### src/rtl/chain_seq_pkg.sv
// Shared types and helpers for the XOR/NOT chain vector sequencer.
// Holds the FSM state enum, LFSR constants and the chain golden model.
package chain_seq_pkg;

  typedef enum logic [2:0] {
    IDLE,
    APPLY,
    SETTLE,
    CHECK,
    DONE
  } seq_state_t;

  localparam int LFSR_W = 16;

  // Taps 16,14,13,11 expressed as zero-based bit positions 15,13,12,10
  localparam logic [LFSR_W-1:0] LFSR_TAPS = 16'hB400;

  // Pair j: a toggles every stage, b absorbs a at every stage
  function automatic logic [LFSR_W-1:0] chain_golden(
    input logic [LFSR_W-1:0] v,
    input int                io_pairs,
    input int                depth
  );
    logic [LFSR_W-1:0] o;
    logic              a;
    logic              b;
    int                ones;
    o = '0;
    for (int j = 0; j < LFSR_W / 2; j++) begin
      if (j < io_pairs) begin
        a      = v[2*j];
        b      = v[2*j+1];
        ones   = a ? (depth + 1) / 2 : depth / 2;
        o[2*j]   = a ^ depth[0];
        o[2*j+1] = b ^ ones[0];
      end
    end
    return o;
  endfunction

endpackage

### src/rtl/chain_seq_lfsr.sv
// 16-bit Fibonacci LFSR, shift-left with feedback into bit 0.
// Load has priority over step; reset value is the effective seed.
module chain_seq_lfsr
  import chain_seq_pkg::*;
#(
  parameter logic [LFSR_W-1:0] SEED = 16'hACE1
) (
  input  logic              clk,
  input  logic              rst_n,
  input  logic              i_load,
  input  logic              i_step,
  input  logic [LFSR_W-1:0] i_seed,
  output logic [LFSR_W-1:0] o_q
);

  logic [LFSR_W-1:0] r_q;
  logic              w_fb;

  assign w_fb = ^(r_q & LFSR_TAPS);

  always_ff @(posedge clk or negedge rst_n) begin
    if (!rst_n) begin
      r_q <= SEED;
    end else if (i_load) begin
      r_q <= i_seed;
    end else if (i_step) begin
      r_q <= {r_q[LFSR_W-2:0], w_fb};
    end
  end

  assign o_q = r_q;

endmodule

### src/rtl/chain_vector_sequencer.sv
// Stimulus/check controller for the XOR/NOT primitive chain benchmark.
// Define CHAIN_SEQ_FIRST_FAIL_EN to add first-mismatch capture outputs.
module chain_vector_sequencer
  import chain_seq_pkg::*;
#(
  parameter int                IO_PAIRS  = 2,
  parameter int                DEPTH     = 32,
  parameter logic [LFSR_W-1:0] LFSR_SEED = 16'hACE1
) (
  input  logic                  clk,
  input  logic                  rst_n,
  input  logic                  start,
  input  logic [15:0]           n_vectors,
  input  logic [7:0]            settle_cycles,
  output logic [2*IO_PAIRS-1:0] chain_in,
  input  logic [2*IO_PAIRS-1:0] chain_out,
  output logic                  busy,
  output logic                  done,
  output logic                  pass,
`ifdef CHAIN_SEQ_FIRST_FAIL_EN
  output logic                  fail_valid,
  output logic [15:0]           fail_idx,
  output logic [2*IO_PAIRS-1:0] fail_data,
`endif
  output logic [15:0]           err_count
);

  localparam int W = 2 * IO_PAIRS;

  localparam logic [LFSR_W-1:0] SEED_EFF =
    (LFSR_SEED == '0) ? 16'h0001 : LFSR_SEED;

  seq_state_t r_state;
  seq_state_t w_next;

  logic [15:0]       r_n;
  logic [7:0]        r_settle;
  logic [7:0]        r_cnt;
  logic [15:0]       r_vec_idx;
  logic [W-1:0]      r_exp;
  logic [W-1:0]      r_chain_in;
  logic              r_pass;
  logic [15:0]       r_err;
  logic [15:0]       w_err_next;
  logic              w_mismatch;
  logic              w_load;
  logic              w_step;
  logic              w_last;
  logic [LFSR_W-1:0] w_lfsr;
  logic [LFSR_W-1:0] w_gold;

  chain_seq_lfsr #(
    .SEED (SEED_EFF)
  ) u_lfsr (
    .clk    (clk),
    .rst_n  (rst_n),
    .i_load (w_load),
    .i_step (w_step),
    .i_seed (SEED_EFF),
    .o_q    (w_lfsr)
  );

  assign w_gold = chain_golden(w_lfsr, IO_PAIRS, DEPTH);

  if (W < LFSR_W) begin : g_unused
    logic w_unused;
    assign w_unused = ^{w_lfsr[LFSR_W-1:W], w_gold[LFSR_W-1:W]};
  end

  assign w_last     = (r_vec_idx == r_n - 16'd1);
  assign w_mismatch = (r_state == CHECK) && (chain_out != r_exp);
  assign w_err_next = (w_mismatch && r_err != 16'hFFFF)
                    ? r_err + 16'd1 : r_err;

  always_ff @(posedge clk or negedge rst_n) begin
    if (!rst_n) begin
      r_state <= IDLE;
    end else begin
      r_state <= w_next;
    end
  end

  always_comb begin
    w_next = r_state;
    w_load = 1'b0;
    w_step = 1'b0;
    unique case (r_state)
      IDLE: begin
        if (start) begin
          w_load = 1'b1;
          w_next = (n_vectors == 16'd0) ? DONE : APPLY;
        end
      end
      APPLY: begin
        w_step = 1'b1;
        w_next = (r_settle == 8'd0) ? CHECK : SETTLE;
      end
      SETTLE: begin
        if (r_cnt == 8'd1) w_next = CHECK;
      end
      CHECK: begin
        w_next = w_last ? DONE : APPLY;
      end
      DONE: begin
        w_next = IDLE;
      end
      default: begin
        w_next = IDLE;
      end
    endcase
  end

  always_ff @(posedge clk or negedge rst_n) begin
    if (!rst_n) begin
      r_n        <= '0;
      r_settle   <= '0;
      r_cnt      <= '0;
      r_vec_idx  <= '0;
      r_exp      <= '0;
      r_chain_in <= '0;
      r_pass     <= 1'b0;
      r_err      <= '0;
    end else begin
      unique case (r_state)
        IDLE: begin
          if (start) begin
            r_n       <= n_vectors;
            r_settle  <= settle_cycles;
            r_vec_idx <= '0;
            r_err     <= '0;
            // An empty run finishes clean
            r_pass    <= (n_vectors == 16'd0);
          end
        end
        APPLY: begin
          r_chain_in <= w_lfsr[W-1:0];
          r_exp      <= w_gold[W-1:0];
          r_cnt      <= r_settle;
        end
        SETTLE: begin
          r_cnt <= r_cnt - 8'd1;
        end
        CHECK: begin
          r_err <= w_err_next;
          if (w_last) begin
            r_pass <= (w_err_next == 16'd0);
          end else begin
            r_vec_idx <= r_vec_idx + 16'd1;
          end
        end
        default: begin
        end
      endcase
    end
  end

`ifdef CHAIN_SEQ_FIRST_FAIL_EN
  logic         r_fail_valid;
  logic [15:0]  r_fail_idx;
  logic [W-1:0] r_fail_data;

  always_ff @(posedge clk or negedge rst_n) begin
    if (!rst_n) begin
      r_fail_valid <= 1'b0;
      r_fail_idx   <= '0;
      r_fail_data  <= '0;
    end else if (r_state == IDLE && start) begin
      r_fail_valid <= 1'b0;
      r_fail_idx   <= '0;
      r_fail_data  <= '0;
    end else if (w_mismatch && !r_fail_valid) begin
      r_fail_valid <= 1'b1;
      r_fail_idx   <= r_vec_idx;
      r_fail_data  <= chain_out;
    end
  end

  assign fail_valid = r_fail_valid;
  assign fail_idx   = r_fail_idx;
  assign fail_data  = r_fail_data;
`endif

  assign chain_in  = r_chain_in;
  assign busy      = (r_state != IDLE);
  assign done      = (r_state == DONE);
  assign pass      = r_pass;
  assign err_count = r_err;

endmodule

### config.mk
export PLATFORM = sky130hd
export DESIGN_NAME = chain_vector_sequencer
export DESIGN_NICKNAME = d
export VERILOG_FILES = /design/src/rtl/chain_seq_pkg.sv /design/src/rtl/chain_seq_lfsr.sv /design/src/rtl/chain_vector_sequencer.sv
export SDC_FILE = /design/constraint.sdc
export NUM_CORES = 1
export LEC_CHECK = 0
export ABC_AREA = 1
export CAP_MARGIN = 10
export CORE_UTILIZATION = 60
export CTS_CLUSTER_SIZE = 14
export DETAILED_ROUTE_END_ITERATION = 8
export HOLD_SLACK_MARGIN = 0.08
export PLACE_DENSITY = 0.83
export SETUP_SLACK_MARGIN = 0.02
export SLEW_MARGIN = 10
export SYNTH_ARGS = -nofsm -noshare
export SYNTH_HDL_FRONTEND = slang
export SYNTH_HIERARCHICAL = 1
export SYNTH_SLANG_ARGS = --single-unit
### constraint.sdc
create_clock -name clk -period 3.6 [get_ports clk]
set_input_delay 0.72 -clock clk [delete_from_list [all_inputs] [get_ports clk]]
set_output_delay 0.72 -clock clk [all_outputs]
set_load 0.03 [all_outputs]
==> impl_metrics.prom <==
# TYPE chip_impl_metric gauge
chip_impl_metric{name="netlist_area",unit="sq um"} 5850
chip_impl_metric{name="synth_cells",unit=""} 835
chip_impl_metric{name="overall_overflow_remaining_after_global_route",unit=""} 0
chip_impl_info{name="startpoint_of_the_worst_setup_timing_path",value="r_state[2]$_DFFE_PN0P_"} 1
chip_impl_metric{name="final_min_period_over_clock_period",unit="%"} 72.4
chip_impl_metric{name="netlist-cell-type-count",unit=""} 43
chip_impl_info{name="endpoint",value="pass$_DFFE_PN0P_"} 1
chip_impl_metric{name="synth-async-reset-ratio",unit="%"} 100
chip_impl_metric{name="p_total",unit="mW"} 5.24
chip_impl_metric{name="placed_cell_count",unit=""} 1011
chip_impl_metric{name="report.final.hold_viol_count",unit=""} 0
chip_impl_metric{name="fill_cells",unit=""} 759
chip_impl_metric{name="first_global_vias",unit=""} 5246
chip_impl_metric{name="slew_viol_final",unit=""} 0
chip_impl_metric{name="clock-skew-final",unit="ns"} 0.0117
chip_impl_metric{name="area_delta_synth_final",unit="%"} 14.6
chip_impl_info{name="timing.rr.end",value="pass$_DFFE_PN0P_"} 1
chip_impl_metric{name="fmaxAchievable",unit="MHz"} 384
chip_impl_info{name="worstHoldPathType",value="primary input to async pin"} 1
chip_impl_info{name="top_ff_cell_synth",value="sky130_fd_sc_hd__dfrtp_1"} 1
chip_impl_metric{name="timing.max_slew.rel_slack",unit="%"} 53.4
chip_impl_metric{name="finish.net_count",unit=""} 930
chip_impl_metric{name="cts_inserted_buffers",unit=""} 9
chip_impl_metric{name="yosys_warnings",unit=""} 6
chip_impl_metric{name="row_count",unit=""} 35
chip_impl_metric{name="rr_worst_depth",unit=""} 12
chip_impl_metric{name="drt_first_pass_iters",unit=""} 7
chip_impl_metric{name="synth_top_cell_area_share",unit="%"} 34.2
chip_impl_info{name="criticalPathCategory",value="register to register"} 1
chip_impl_metric{name="rrSetupSlack",unit="ns"} 0.99
chip_impl_info{name="top_cells_by_count_synth",value="sky130_fd_sc_hd__nand2_1, sky130_fd_sc_hd__inv_1, sky130_fd_sc_hd__dfrtp_1"} 1
chip_impl_metric{name="fraction_of_final_layout_cells_with_drive_strength_greater_than_1",unit="%"} 8.79
chip_impl_info{name="clock-root-buffer",value="sky130_fd_sc_hd__clkbuf_8"} 1
chip_impl_info{name="startpoint_type",value="register"} 1
chip_impl_metric{name="setup_viol",unit=""} 0
chip_impl_metric{name="gp_congestion",unit=""} 0.992
chip_impl_metric{name="vdd_drop_max",unit="V"} 0.000452
chip_impl_info{name="worstReg2RegStart",value="r_state[2]$_DFFE_PN0P_"} 1
chip_impl_metric{name="wire_per_inst",unit="um"} 13.6
chip_impl_metric{name="routed-via-count",unit=""} 5552
chip_impl_info{name="status",value="finished, final reports clean"} 1
chip_impl_metric{name="number_of_drc_violations_after_detailed_routing",unit=""} 0
chip_impl_metric{name="fin_setup_tns",unit="ns"} 0
chip_impl_metric{name="dp_hpwl",unit="um"} 10300
chip_impl_metric{name="synth_edf_count",unit=""} 0
chip_impl_info{name="cts_tree",value="yes"} 1
chip_impl_info{name="post_synth_main_area_contributors",value="sky130_fd_sc_hd__dfrtp_1, sky130_fd_sc_hd__nand2_1, sky130_fd_sc_hd__inv_1"} 1
chip_impl_metric{name="cts.hold.buffers_added",unit=""} 0
chip_impl_metric{name="numClockSinks",unit=""} 88
chip_impl_metric{name="worstPathMaxFanout",unit=""} 30
chip_impl_metric{name="clock_latency",unit="ns"} 0.35
chip_impl_metric{name="power_density",unit="nW/um^2"} 782
chip_impl_metric{name="detailedRoute.firstIterationViolations",unit=""} 362
chip_impl_metric{name="instances_no_fill",unit=""} 1028
chip_impl_metric{name="synth.yosys.seq_area_share",unit="%"} 37.8
chip_impl_metric{name="cts.path.max_buffers",unit=""} 2
chip_impl_metric{name="grt_first_pass_wirelength",unit="um"} 24100
chip_impl_info{name="synth_top_cell_by_area",value="sky130_fd_sc_hd__dfrtp_1"} 1
chip_impl_metric{name="detail_route.vias_per_cell",unit=""} 5.40
chip_impl_metric{name="floorplan.initialDensity",unit="%"} 62.7
chip_impl_metric{name="grt_antenna_before_repair",unit=""} 0
chip_impl_metric{name="syn_avg_cell_area",unit="sq um"} 7.00
chip_impl_metric{name="dieArea",unit="sq um"} 10100
chip_impl_metric{name="cp_data_required_time",unit="ns"} 3.89
chip_impl_info{name="yosysMostFrequentCell",value="sky130_fd_sc_hd__nand2_1"} 1
chip_impl_metric{name="max_slew.worst_pin.slew",unit="ns"} 0.696
chip_impl_metric{name="power.leakage",unit="nW"} 3.24
chip_impl_info{name="cp-end-kind",value="register"} 1
chip_impl_metric{name="drt-total-wl",unit="um"} 14000
chip_impl_metric{name="die_w",unit="um"} 101
chip_impl_metric{name="ctsResizeCount",unit=""} 0
chip_impl_metric{name="die_height",unit="um"} 101
chip_impl_metric{name="yosys_register_bits",unit=""} 88
chip_impl_metric{name="worstPathArrival",unit="ns"} 2.90
chip_impl_metric{name="clk_pin_slew_worst_paths",unit="ns"} 0.10
chip_impl_metric{name="cts_post_setup_buffers_inserted",unit=""} 0
chip_impl_metric{name="layout_min_cycle_time",unit="ns"} 2.61
chip_impl_metric{name="track_usage",unit="%"} 29.8
chip_impl_metric{name="io_pins",unit=""} 54
chip_impl_metric{name="grt_max_degree",unit=""} 89
chip_impl_metric{name="total_inserted_antenna_cells",unit=""} 0
chip_impl_metric{name="cts_max_level",unit=""} 3
chip_impl_metric{name="core",unit="sq um"} 9330
chip_impl_metric{name="detail-route-antenna-nets",unit=""} 0
chip_impl_metric{name="port-buffer-count",unit=""} 53
chip_impl_info{name="rsz0062_at_grt",value="no"} 1
chip_impl_metric{name="cap_viol_max_count",unit=""} 0
[power breakdown]
| group | internal, mW | switching (mW) |
|---|---|---|
| sequential | 1.39 | 0.384 |
| clock | 0.343 | 0.374 |
| combinational | 0.973 | 1.78 |
| total | 2.71 | 2.54 |
[layout by cell type (no fill, tap or decap), types with 2 or more instances in the layout]
cell type / n
sky130_fd_sc_hd__a21oi_1: 4
sky130_fd_sc_hd__a22oi_1: 2
sky130_fd_sc_hd__buf_4: 4
sky130_fd_sc_hd__clkbuf_8: 10
sky130_fd_sc_hd__clkdlybuf4s50_1: 52
sky130_fd_sc_hd__clkinvlp_4: 2
sky130_fd_sc_hd__conb_1: 16
sky130_fd_sc_hd__dfrtp_1: 80
sky130_fd_sc_hd__dfstp_2: 8
sky130_fd_sc_hd__ha_1: 5
sky130_fd_sc_hd__inv_1: 91
sky130_fd_sc_hd__inv_2: 8
sky130_fd_sc_hd__nand2_1: 295
sky130_fd_sc_hd__nand2_2: 14
sky130_fd_sc_hd__nand2_4: 2
sky130_fd_sc_hd__nand3_1: 59
sky130_fd_sc_hd__nand3_2: 2
sky130_fd_sc_hd__nand3b_1: 2
sky130_fd_sc_hd__nand4_1: 14
sky130_fd_sc_hd__nor2_1: 65
sky130_fd_sc_hd__nor2_2: 7
sky130_fd_sc_hd__nor2_4: 8
sky130_fd_sc_hd__nor3_1: 14
sky130_fd_sc_hd__nor4_1: 6
sky130_fd_sc_hd__o211ai_1: 4
sky130_fd_sc_hd__o21ai_0: 40
sky130_fd_sc_hd__o22ai_1: 17
sky130_fd_sc_hd__or2_2: 5
sky130_fd_sc_hd__xnor2_1: 10
sky130_fd_sc_hd__xor2_1: 37
[worst min-delay path by stage]
stage | start | to | slack (ns) | cells past startpoint
2_1_floorplan | rst_n | chain_in[0]$_DFFE_PN0P_ | 0.42 | 0
3_5_place_dp | u_lfsr/o_q[6]$_DFFE_PN1P_ | u_lfsr/o_q[7]$_DFFE_PN1P_ | 0.48 | 2
5_1_grt | rst_n | err_count[12]$_DFFE_PN0P_ | 0.25 | 1
3_3_place_gp | u_lfsr/o_q[9]$_DFFE_PN0P_ | u_lfsr/o_q[10]$_DFFE_PN1P_ | 0.46 | 2
6_report | rst_n | err_count[12]$_DFFE_PN0P_ | 0.24 | 1
4_1_cts | u_lfsr/o_q[6]$_DFFE_PN1P_ | u_lfsr/o_q[7]$_DFFE_PN1P_ | 0.49 | 2
[layer usage]
metal  track usage, %  routed length, um
met3             4.79                908
met5                0                  0
met1             41.5               6250
met4             10.0                182
met2             47.6               6660
[through the flow]
stage	hold WS (ns)	utilization, %	worst slack [ns]	instance area [sq um]
floorplan	0.424	-	1.44	5900
global route	0.251	71.9	0.746	6700
global placement	0.462	69.4	0.967	6470
CTS	0.492	71.6	1.02	6680
detailed placement	0.477	69.4	0.897	6470
finish	0.245	71.9	0.994	6700
[layout make-up]
cell class | instances | area, sq um | area share, %
clock buffers | 10 | 138 | 2.05
multi-input cells | 639 | 3170 | 47.4
inverters | 99 | 372 | 5.54
well taps | 129 | 161 | 2.41
clock inverters | 6 | 67.6 | 1.01
repair buffers | 57 | 578 | 8.62
flip-flops and latches | 88 | 2210 | 33.0
[flip-flops by register name, indices dropped and copies added (netlist names)]
signal	cells
pass	1
r_cnt	8
r_vec_idx	16
chain_in	4
u_lfsr/o_q	16
r_state	3
err_count	16
r_n	16
r_settle	8
[critical path, stage by stage, from the launching register on]
cell                       delay, ns
sky130_fd_sc_hd__dfrtp_1        0.44
sky130_fd_sc_hd__inv_1          0.09
sky130_fd_sc_hd__nand3_1        0.07
sky130_fd_sc_hd__buf_4          0.25
sky130_fd_sc_hd__inv_1          0.45
sky130_fd_sc_hd__nand3_2        0.40
sky130_fd_sc_hd__o21ai_0        0.34
sky130_fd_sc_hd__nand2_1        0.09
sky130_fd_sc_hd__nor2_1         0.13
sky130_fd_sc_hd__nand2_1        0.06
sky130_fd_sc_hd__o21bai_1       0.12
sky130_fd_sc_hd__nand2_1        0.06
sky130_fd_sc_hd__nand2_1        0.05
[kinds of logic after synthesis]
kind of cell             synth area share (%)
XOR/XNOR                                 7.04
AO/OA/AOI/OAI                            7.02
multiplexers                            0.171
adder cells (fa/ha/maj)                  1.07
other                                   0.128
flip-flops                               37.8
AND/OR/NAND/NOR                          37.9
buffers and inverters                    8.88
Note: power is estimated with default switching activity, not from simulation.
